File: src/rtl/tr_pkg.sv
// Shared definitions for the TR timing generator and the blocks that consume its waveform.
package tr_pkg;

  localparam int CNT_W_DEF  = 24;
  localparam int FCNT_W_DEF = 16;

  // Receive/idle level of the TR strobe; the far-end filter relies on the same polarity.
  localparam logic TR_IDLE = 1'b1;

  typedef enum logic [1:0] {
    IDLE = 2'd0,
    LEAD = 2'd1,
    TX   = 2'd2,
    RX   = 2'd3
  } tr_state_e;

endpackage

File: src/rtl/tr_gen_if.sv
// Configuration and waveform bundle between the TR generator and its controller.
interface tr_gen_if #(
  parameter int CNT_W  = tr_pkg::CNT_W_DEF,
  parameter int FCNT_W = tr_pkg::FCNT_W_DEF
);

  logic              enable;
  logic              single;
  logic [CNT_W-1:0]  cfg_period;
  logic [CNT_W-1:0]  cfg_lead;
  logic [CNT_W-1:0]  cfg_tx_width;
  logic              tr_out;
  logic              sw_en;
  logic              sof;
  logic              busy;
  logic              cfg_err;
  logic [FCNT_W-1:0] frame_cnt;

  modport master (
    output enable, single, cfg_period, cfg_lead, cfg_tx_width,
    input  tr_out, sw_en, sof, busy, cfg_err, frame_cnt
  );

  modport slave (
    input  enable, single, cfg_period, cfg_lead, cfg_tx_width,
    output tr_out, sw_en, sof, busy, cfg_err, frame_cnt
  );

endinterface

File: src/rtl/tr_cfg_check.sv
// Combinational sanity check of a TR frame configuration; also usable for register read-back status.
module tr_cfg_check
  import tr_pkg::*;
#(
  parameter int CNT_W = CNT_W_DEF
) (
  input  logic [CNT_W-1:0] period,
  input  logic [CNT_W-1:0] lead,
  input  logic [CNT_W-1:0] tx_width,
  output logic             valid
);

  logic [CNT_W:0] active_len;

  // The extra bit makes a wrapped lead+width sum compare as too long rather than short.
  always_comb begin
    active_len = {1'b0, lead} + {1'b0, tx_width};
    valid      = (period != '0) && (tx_width != '0) && (active_len < {1'b0, period});
  end

endmodule

File: src/rtl/tr_gen.sv
// TR strobe / RF switch pre-enable generator: LEAD -> TX -> RX frames with registered pin outputs.
module tr_gen
  import tr_pkg::*;
#(
  parameter int CNT_W  = CNT_W_DEF,
  parameter int FCNT_W = FCNT_W_DEF
) (
  input  logic clk,
  input  logic rst,
  tr_gen_if.slave bus
);

  localparam logic [CNT_W-1:0]  CNT_ONE  = {{(CNT_W-1){1'b0}}, 1'b1};
  localparam logic [FCNT_W-1:0] FCNT_ONE = {{(FCNT_W-1){1'b0}}, 1'b1};

  tr_state_e         state;
  logic [CNT_W-1:0]  cnt;
  logic [CNT_W-1:0]  sh_period;
  logic [CNT_W-1:0]  sh_lead;
  logic [CNT_W-1:0]  sh_width;
  logic              pending;
  logic              armed;
  logic              blocked;

  logic              tr_q;
  logic              sw_q;
  logic              sof_q;
  logic              busy_q;
  logic              err_q;
  logic [FCNT_W-1:0] fcnt_q;

  logic [CNT_W-1:0]  nx_period;
  logic [CNT_W-1:0]  nx_lead;
  logic [CNT_W-1:0]  nx_width;
  logic              nx_valid;
  tr_state_e         ent_state;
  logic [CNT_W-1:0]  ent_cnt;
  logic              ent_tr;

  // From IDLE the frame begins from the shadow copy taken a cycle earlier; a back-to-back
  // frame begins from the live config words being latched on that same edge.
  always_comb begin
    nx_period = bus.cfg_period;
    nx_lead   = bus.cfg_lead;
    nx_width  = bus.cfg_tx_width;
    if (state == IDLE) begin
      nx_period = sh_period;
      nx_lead   = sh_lead;
      nx_width  = sh_width;
    end
    ent_state = TX;
    ent_cnt   = nx_width - CNT_ONE;
    ent_tr    = ~TR_IDLE;
    if (nx_lead != '0) begin
      ent_state = LEAD;
      ent_cnt   = nx_lead - CNT_ONE;
      ent_tr    = TR_IDLE;
    end
  end

  tr_cfg_check #(
    .CNT_W (CNT_W)
  ) u_cfg_check (
    .period   (nx_period),
    .lead     (nx_lead),
    .tx_width (nx_width),
    .valid    (nx_valid)
  );

  // cnt holds the cycles remaining in the current state after this one.
  always_ff @(posedge clk) begin
    if (rst) begin
      state     <= IDLE;
      cnt       <= '0;
      sh_period <= '0;
      sh_lead   <= '0;
      sh_width  <= '0;
      pending   <= 1'b0;
      armed     <= 1'b0;
      blocked   <= 1'b0;
      tr_q      <= TR_IDLE;
      sw_q      <= 1'b0;
      sof_q     <= 1'b0;
      busy_q    <= 1'b0;
      err_q     <= 1'b0;
      fcnt_q    <= '0;
    end else begin
      sof_q <= 1'b0;
      err_q <= 1'b0;
      case (state)
        IDLE: begin
          if (pending) begin
            pending <= 1'b0;
            if (nx_valid) begin
              state  <= ent_state;
              cnt    <= ent_cnt;
              tr_q   <= ent_tr;
              sw_q   <= 1'b1;
              sof_q  <= 1'b1;
              busy_q <= 1'b1;
            end else begin
              err_q   <= 1'b1;
              blocked <= 1'b1;
            end
          end else if (bus.enable && !blocked && (!bus.single || armed)) begin
            pending   <= 1'b1;
            armed     <= 1'b0;
            sh_period <= bus.cfg_period;
            sh_lead   <= bus.cfg_lead;
            sh_width  <= bus.cfg_tx_width;
          end
        end
        LEAD: begin
          if (cnt == '0) begin
            state <= TX;
            cnt   <= sh_width - CNT_ONE;
            tr_q  <= ~TR_IDLE;
          end else begin
            cnt <= cnt - CNT_ONE;
          end
        end
        TX: begin
          if (cnt == '0) begin
            state <= RX;
            cnt   <= sh_period - sh_lead - sh_width - CNT_ONE;
            tr_q  <= TR_IDLE;
            sw_q  <= 1'b0;
          end else begin
            cnt <= cnt - CNT_ONE;
          end
        end
        RX: begin
          if (cnt == '0) begin
            fcnt_q <= fcnt_q + FCNT_ONE;
            if (bus.enable && !bus.single) begin
              armed     <= 1'b0;
              sh_period <= bus.cfg_period;
              sh_lead   <= bus.cfg_lead;
              sh_width  <= bus.cfg_tx_width;
              if (nx_valid) begin
                state <= ent_state;
                cnt   <= ent_cnt;
                tr_q  <= ent_tr;
                sw_q  <= 1'b1;
                sof_q <= 1'b1;
              end else begin
                state   <= IDLE;
                err_q   <= 1'b1;
                blocked <= 1'b1;
                busy_q  <= 1'b0;
              end
            end else begin
              state  <= IDLE;
              busy_q <= 1'b0;
            end
          end else begin
            cnt <= cnt - CNT_ONE;
          end
        end
        default: state <= IDLE;
      endcase
      // Seeing enable low re-arms single-shot mode and clears a refused-start lockout.
      if (!bus.enable) begin
        armed   <= 1'b1;
        blocked <= 1'b0;
      end
    end
  end

  assign bus.tr_out    = tr_q;
  assign bus.sw_en     = sw_q;
  assign bus.sof       = sof_q;
  assign bus.busy      = busy_q;
  assign bus.cfg_err   = err_q;
  assign bus.frame_cnt = fcnt_q;

endmodule

File: src/flat_wrapper.sv
// flat-port wrapper written by rule: the top's interface ports become plain ports
module tr_gen_flat import tr_pkg::*;
#(
  parameter int CNT_W  = CNT_W_DEF,
  parameter int FCNT_W = FCNT_W_DEF
)
  (clk, rst, bus_enable, bus_single, bus_cfg_period, bus_cfg_lead, bus_cfg_tx_width, bus_tr_out, bus_sw_en, bus_sof, bus_busy, bus_cfg_err, bus_frame_cnt);
  tr_gen_if #(.CNT_W(CNT_W), .FCNT_W(FCNT_W)) bus_i ();
  input  logic clk;
  input  logic rst;
  input wire logic [$bits(bus_i.enable)-1:0] bus_enable;
  input wire logic [$bits(bus_i.single)-1:0] bus_single;
  input wire logic [$bits(bus_i.cfg_period)-1:0] bus_cfg_period;
  input wire logic [$bits(bus_i.cfg_lead)-1:0] bus_cfg_lead;
  input wire logic [$bits(bus_i.cfg_tx_width)-1:0] bus_cfg_tx_width;
  output wire logic [$bits(bus_i.tr_out)-1:0] bus_tr_out;
  output wire logic [$bits(bus_i.sw_en)-1:0] bus_sw_en;
  output wire logic [$bits(bus_i.sof)-1:0] bus_sof;
  output wire logic [$bits(bus_i.busy)-1:0] bus_busy;
  output wire logic [$bits(bus_i.cfg_err)-1:0] bus_cfg_err;
  output wire logic [$bits(bus_i.frame_cnt)-1:0] bus_frame_cnt;
  assign bus_i.enable = bus_enable;
  assign bus_i.single = bus_single;
  assign bus_i.cfg_period = bus_cfg_period;
  assign bus_i.cfg_lead = bus_cfg_lead;
  assign bus_i.cfg_tx_width = bus_cfg_tx_width;
  assign bus_tr_out = bus_i.tr_out;
  assign bus_sw_en = bus_i.sw_en;
  assign bus_sof = bus_i.sof;
  assign bus_busy = bus_i.busy;
  assign bus_cfg_err = bus_i.cfg_err;
  assign bus_frame_cnt = bus_i.frame_cnt;
  tr_gen #(.CNT_W(CNT_W), .FCNT_W(FCNT_W)) u_core (.clk(clk), .rst(rst), .bus(bus_i));
endmodule
File: config.mk
export PLATFORM = sky130hd
export DESIGN_NAME = tr_gen_flat
export DESIGN_NICKNAME = d
export VERILOG_FILES = /design/src/rtl/tr_pkg.sv /design/src/rtl/tr_gen_if.sv /design/src/rtl/tr_cfg_check.sv /design/src/rtl/tr_gen.sv /design/src/flat_wrapper.sv
export SDC_FILE = /design/constraint.sdc
export NUM_CORES = 1
export LEC_CHECK = 0
export CAP_MARGIN = 5
export CORE_MARGIN = 1.5
export CORE_UTILIZATION = 45
export CTS_BUF_LIST = sky130_fd_sc_hd__clkbuf_8 sky130_fd_sc_hd__clkbuf_16
export DETAILED_ROUTE_END_ITERATION = 8
export PLACE_DENSITY = 0.67
export SLEW_MARGIN = 15
export SYNTH_ARGS = -nofsm -noshare
export SYNTH_HDL_FRONTEND = slang
export SYNTH_SLANG_ARGS = --single-unit
File: constraint.sdc
create_clock -name clk -period 20.5 [get_ports clk]
set_input_delay 2.05 -clock clk [delete_from_list [all_inputs] [get_ports clk]]
set_output_delay 2.05 -clock clk [all_outputs]
set_load 0.01 [all_outputs]
After elaboration in Yosys (flattened, before gate mapping)
Index checks and enable logic that the tools add are counted.
W data, S select, Z words.

cells by class
  bitwise logic cells = 1
  reduce and logical (&&, ||, !) cells = 25
  equality and inequality tests = 18
  $add $sub $neg = 9
  order comparisons = 1
  muxes and demuxes = 77

operators with widths
  kind                     number
  $mux W24                 22
  $pmux W24 S2             3
  $sub A24 B1 Y24 const B  5
  $pmux W24 S4             1
  $reduce_bool A24 Y1      3
  $sub A24 B24 Y24         2
  $mux W1                  35
  $reduce_and A5 Y1        6
  $add A24 B24 Y25         1
  $lt A25 B24 Y1           1
  $logic_not A24 Y1        1
  $add A16 B1 Y16 const B  1
  $mux W2                  8
  $ne A2 B1 Y1 const B     6
  $ne A3 B3 Y1 const B     4
  $pmux W1 S2              5
  $pmux W2 S4              1
  $ne A3 B2 Y1 const B     2
  $logic_and A1 B1 Y1      5
  $eq A2 B2 Y1 const B     2
  $ne A2 B2 Y1 const B     2
  $pmux W1 S4              1
  $reduce_and A2 Y1        2
  $reduce_and A4 Y1        1
  other kinds (10)         11

storage, ports and cells
  register bits after elaboration = 122
  input port bits = 76
  output and inout port bits = 21

Logic depth before layout (Yosys ltp)
  depth in word-level cells = 9
  mapped depth = 35
  mapped depth without buffers = 26

Hierarchy
From an unflattened synthesis, not the netlist that was laid out.

unflattened totals
  cells, all modules = 1589
  area, all modules = 12002.8 µm²

by module, submodules not included
  module        sequential area each (µm²)  cells each  instances  area an instance (µm²)
  tr_gen        2442.3                      1338        1          10100.9
  tr_cfg_check  0.0                         251         1          1901.8

Worst setup path before layout
OpenSTA, ideal clock, no wires.

  path type = reg2reg
  start point = register u_core.state[1]
  end point = register u_core.cnt[20]
  slack = 13248 ps
  stages on the path, launching flop included = 34
  setup time = 91 ps
  data arrival time = 7162 ps
  required time = 20409 ps
  period minus slack after synthesis = 7252 ps
  path through = dfxtp_1 > inv_1 > ha_1 > buf_4 > buf_6 > buf_6 > buf_6 > buf_2 > buf_1 > clkbuf_1 > buf_2 > buf_1 > mux2_2 > ha_1 > a211oi_1 > nor2_1 > o311ai_1 > a21oi_1 > a41o_1 > o221a_2 > a221o_1 > a21o_1 > a21oi_1 > xnor2_1 > ha_1 > o21a_1 > o21ai_0 > a21oi_1 > and4b_1 > o211a_1 > buf_1 > o211ai_1 > a21o_1 > a311oi_1

between the ends
  word-level cells in the longest chain between the ends = 9
  elaborated cells between the ends (all ways) = 25
  those cells by class = add/sub: 3; order compare: 1; eq/ne: 5; mux: 9; reduce/logical: 7

ends and longest elaborated chain
  what                                                            RTL line                                text
  start, declared                                                 tr_gen.sv:16                            tr_state_e state;
  start signal, assigned                                          tr_gen.sv:95                            state <= ent_state;
  start signal, assigned                                          tr_gen.sv:141                           state <= ent_state;
  $logic_not A2 Y1                                                tr_gen.sv:46, tr_gen.sv:90
  $mux W24                                                        tr_gen.sv:46                            if (state == IDLE) begin
  $add A24 B24 Y25 / $reduce_bool A24 Y1 (equally long branches)  tr_cfg_check.sv:17, tr_cfg_check.sv:18
  $lt A25 B24 Y1 / $logic_and A1 B1 Y1 (equally long branches)    tr_cfg_check.sv:18                      valid = (period != '0) && (tx_width != '0) && (active_len < {1'b0, period});
  $logic_and A1 B1 Y1                                             tr_cfg_check.sv:18
  $mux W24                                                        tr_gen.sv:94, tr_gen.sv:140
  $mux W24                                                        tr_gen.sv:135                           if (bus.enable && !bus.single) begin
  $mux W24                                                        tr_gen.sv:133                           if (cnt == '0) begin
  $pmux W24 S4                                                    tr_gen.sv:90                            case (state)
  end signal, assigned                                            tr_gen.sv:96                            cnt <= ent_cnt;
  end signal, assigned                                            tr_gen.sv:129                           cnt <= cnt - CNT_ONE;
  end signal, assigned                                            tr_gen.sv:142                           cnt <= ent_cnt;
  end, declared                                                   tr_gen.sv:17                            logic [CNT_W-1:0] cnt;

Several ways; a longest one is shown, not always the timed one. The select of a mux whose other input is x is not followed.
A chain may end at the register's enable or synchronous reset.

Worst setup path in the final report
  start point = input bus_cfg_tx_width[7]
  end point = register u_core.cnt[7]

between the ends
  word-level cells in the longest chain between the ends = 8
  elaborated cells between the ends (all ways) = 13
  those cells by class = add/sub: 2; order compare: 1; mux: 7; reduce/logical: 3

ends and longest elaborated chain
  what                                                            RTL line                                text
  start, declared                                                 flat_wrapper.sv:15                      input wire logic [$bits(bus_i.cfg_tx_width)-1:0] bus_cfg_tx_width;
  $mux W24 (*)                                                    tr_gen.sv:46
  $add A24 B24 Y25 / $reduce_bool A24 Y1 (equally long branches)  tr_cfg_check.sv:17, tr_cfg_check.sv:18
  $lt A25 B24 Y1 / $logic_and A1 B1 Y1 (equally long branches)    tr_cfg_check.sv:18
  $logic_and A1 B1 Y1                                             tr_cfg_check.sv:18
  $mux W24 (*)                                                    tr_gen.sv:94, tr_gen.sv:140
  $mux W24                                                        tr_gen.sv:135
  $mux W24                                                        tr_gen.sv:133
  $pmux W24 S4 (*)                                                tr_gen.sv:90

Every way passes the cells marked *; elsewhere a longest branch is shown, timed or not. The select of a mux whose other input is x is not followed.

==> impl_metrics.sql <==
INSERT INTO impl_metrics (metric_group, metric, value, unit) VALUES
('outcome', 'outcome', 'finished, final reports clean', ''),
('yosys', 'synthArstFlopShare', '0', ''),
('clock_network', 'hold_buffer_count_at_cts', '0', ''),
('critical_path', 'worst_path_most_repeated_cell', 'a21oi_1', ''),
('worst_hold_path', 'hold_path_depth', '2', ''),
('yosys', 'synth_compound_area_frac', '0.216', ''),
('route', 'routed_wire_per_std_cell', '20.6', 'um'),
('timing', 'final.setup_skew', '0.0141', 'ns'),
('die', 'start_util', '0.462', ''),
('route', 'drt_pass1_iterations', '5', ''),
('yosys', 'synth_top_flop_cell', 'dfxtp_1', ''),
('timing', 'finalHoldViolations', '0', ''),
('finish', 'fin_cells', '2003', ''),
('critical_path', 'critPathArrivalTime', '8.10', 'ns'),
('route', 'via_to_cell_ratio', '6.14', ''),
('route', 'detail-route-antenna-nets', '0', ''),
('timing', 'timing.slew.headroom', '0.173', ''),
('finish', 'layout.cells.most_common_list', 'nand2_1 (220), a21oi_1 (166), nor2_1 (128)', ''),
('clock_network', 'clkLatencyLatePin', '0.45', 'ns'),
('yosys', 'netlist.top_cell.by_area', 'dfxtp_1', ''),
('finish', 'area_growth_syn_to_layout', '13.4', '%'),
('clock_network', 'post-cts-setup-buffer-count', '0', ''),
('clock_network', 'cts-resized-gates', '0', ''),
('timing', 'min_period_over_period', '0.378', ''),
('timing', 'rsz0062_at_grt', 'no', ''),
('critical_path', 'cp_slowest_cell', 'clkdlybuf4s50_1', ''),
('clock_network', 'cts_root_buffer', 'clkbuf_16', ''),
('yosys', 'synth_xor_area_frac', '0.0860', ''),
('die', 'die-area', '27900', 'um2'),
('finish', 'final_util', '0.524', ''),
('finish', 'design.final.nets', '1835', ''),
('critical_path', 'cp_max_fo', '34', ''),
('yosys', 'synth-edff-count', '0', ''),
('critical_path', 'critical_path.reg2reg.endpoint', 'u_core.cnt[7]$_SDFFE_PP0P_', ''),
('die', 'floorplan.io_pins', '97', ''),
('yosys', 'multiplexer_share_of_the_synthesized_area', '0.0811', ''),
('timing', 'final_max_slew_viol_count', '0', ''),
('timing', 'finalCriticalPeriod', '7.74', 'ns'),
('yosys', 'synth-seq-cells', '122', ''),
('global_routing', 'wire_length_of_the_first_global_routing_pass', '63800', 'um'),
('die', 'fp.dieW', '167', 'um'),
('job', 'max_cap_violations', '0', ''),
('global_routing', 'vias_in_the_first_global_route', '11500', ''),
('clock_network', 'cts.clk_slew.worst_paths', '0.06', 'ns'),
('route', 'dr_total_vias', '12300', ''),
('critical_path', 'timing.critical_path.required', '20.86', 'ns'),
('global_routing', 'grt_start_max_net_pins', '73', ''),
('critical_path', 'type_of_the_setup_path_with_the_least_slack', 'in2reg', ''),
('timing', 'worst_slew_pin_slew', '1.23', 'ns'),
('finish', 'antenna-diode-count', '0', ''),
('finish', 'layout.area.seq', '2440', 'um2'),
('worst_hold_path', 'hold_start', 'u_core.sh_lead[20]$_SDFFE_PP0P_', ''),
('die', 'standard_cell_rows', '59', ''),
('route', 'violation_count_after_the_first_detailed_routing_iteration', '1096', ''),
('critical_path', 'start_of_the_worst_register_to_register_path', 'u_core.state[1]$_SDFFE_PP0P_', ''),
('timing', 'fmaxAchievable', '129', 'MHz'),
('place', 'buffer_ports.inserted', '96', ''),
('yosys', 'synth_nets', '1782', ''),
('yosys', 'synth_adder_area_share', '0.122', ''),
('critical_path', 'reg2reg_slack', '12.76', 'ns'),
('yosys', 'synthDistinctLibCells', '82', ''),
('clock_network', 'h-tree-depth', '4', ''),
('global_routing', 'grt_use_total', '0.292', ''),
('critical_path', 'worst_r2r_path_depth', '24', ''),
('place', 'place.detailed.hpwl', '31100', 'um'),
('clock_network', 'clock_tree.buffer_depth', '2', ''),
('yosys', 'netlist_instances', '1602', ''),
('place', 'place_congestion', '0.990', ''),
('worst_hold_path', 'hold_path.class', 'reg2reg', ''),
('timing', 'setup_viol_count_final', '0', ''),
('yosys', 'ys_seq_area_frac', '0.202', '');
==> final cells by class <==
| type | count | share of cell area |
|---|---|---|
| repair buffers | 110 | 0.0774 |
| flip-flops and latches | 122 | 0.178 |
| inverters | 88 | 0.0240 |
| multi-input cells | 1316 | 0.649 |
| clock buffers | 17 | 0.0310 |
| clock inverters | 15 | 0.0107 |
| well taps | 335 | 0.0305 |
==> registers in the layout, summed over array words and instances, names as in the netlist <==
name,cells
u_core.bus.frame_cnt,16
u_core.sh_period,24
u_core.blocked,1
u_core.armed,1
u_core.cnt,24
u_core.bus.sw_en,1
u_core.bus.sof,1
u_core.pending,1
u_core.sh_width,24
u_core.state,2
u_core.bus.busy,1
u_core.bus.tr_out,1
u_core.bus.cfg_err,1
u_core.sh_lead,24
==> worst max-delay path by stage <==
stage	cells after the start	start	end	slack [ns]
floorplan	33	u_core.state[1]$_SDFFE_PP0P_	u_core.cnt[20]$_SDFFE_PP0P_	13.25
global placement	25	bus_cfg_tx_width[7]	u_core.cnt[7]$_SDFFE_PP0P_	12.49
detailed placement	25	bus_cfg_tx_width[7]	u_core.cnt[7]$_SDFFE_PP0P_	12.41
CTS	25	bus_cfg_tx_width[7]	u_core.cnt[7]$_SDFFE_PP0P_	12.84
global route	24	u_core.state[0]$_SDFFE_PP0P_	u_core.cnt[7]$_SDFFE_PP0P_	12.28
finish	25	bus_cfg_tx_width[7]	u_core.cnt[7]$_SDFFE_PP0P_	12.76
==> synth_stat cells (18+ instances only) <==
| library cell | number |
|---|---|
| inv_1 | 85 |
| nor3_1 | 60 |
| mux2_2 | 39 |
| xnor2_1 | 80 |
| nor2_1 | 128 |
| buf_6 | 18 |
| dfxtp_1 | 122 |
| clkbuf_1 | 36 |
| nor4_1 | 24 |
| mux2i_1 | 52 |
| nand2_1 | 220 |
| xor2_1 | 39 |
| a21o_1 | 23 |
| a31oi_1 | 18 |
| nand3_1 | 36 |
| o21ai_0 | 67 |
| a211oi_1 | 20 |
| fa_1 | 24 |
| ha_1 | 80 |
| a21oi_1 | 167 |
==> kinds of logic (layout without fill, tap and decap cells) <==
group	after synthesis	in the layout
and+or+nand+nor	581	581
AOI/OAI and AO/OA	420	420
buffers and inverters	164	230
DFF	122	122
xor gates and xnor gates	119	119
adders and majority gates	104	104
muxes	92	92
==> stage by stage <==
stage	hold slack [ns]	instance area [um2]	setup slack, ns
after global placement	0.456	13200	12.49
after global routing	0.487	13700	12.28
final	0.474	13700	12.76
after floorplan	0.446	12100	13.25
after detailed placement	0.466	13200	12.41
after CTS	0.476	13700	12.84
==> worst register-to-register path: stages, from the launching register on <==
cell	delay [ns]
dfxtp_1	0.34
inv_1	0.13
ha_4	0.59
buf_4	0.68
clkinv_1	0.98
mux2i_1	0.54
a2111oi_0	0.14
a211oi_1	0.40
o21a_1	0.28
o21bai_1	0.10
a2111o_1	0.43
a31o_2	0.24
a21oi_1	0.17
xnor2_1	0.15
ha_1	0.27
o21a_1	0.11
o21ai_0	0.21
a21oi_1	0.07
and4b_1	0.25
o211a_1	0.15
buf_4	0.38
clkinv_1	0.46
nor4_1	0.36
o21ai_0	0.11
a21oi_1	0.15
==> metal layers <==
metal  vias to the layer above  part of all wire  track usage
met1                      5791              0.44        0.401
met5                         -                 0            0
met4                         0             0.026       0.0988
met2                       572              0.45        0.469
met3                        69             0.082       0.0404
li1                       5859                 -            -
Power is left out: the tool's default activity adds up to more than one toggle a clock period on the data nets, which glitch-free logic cannot reach.
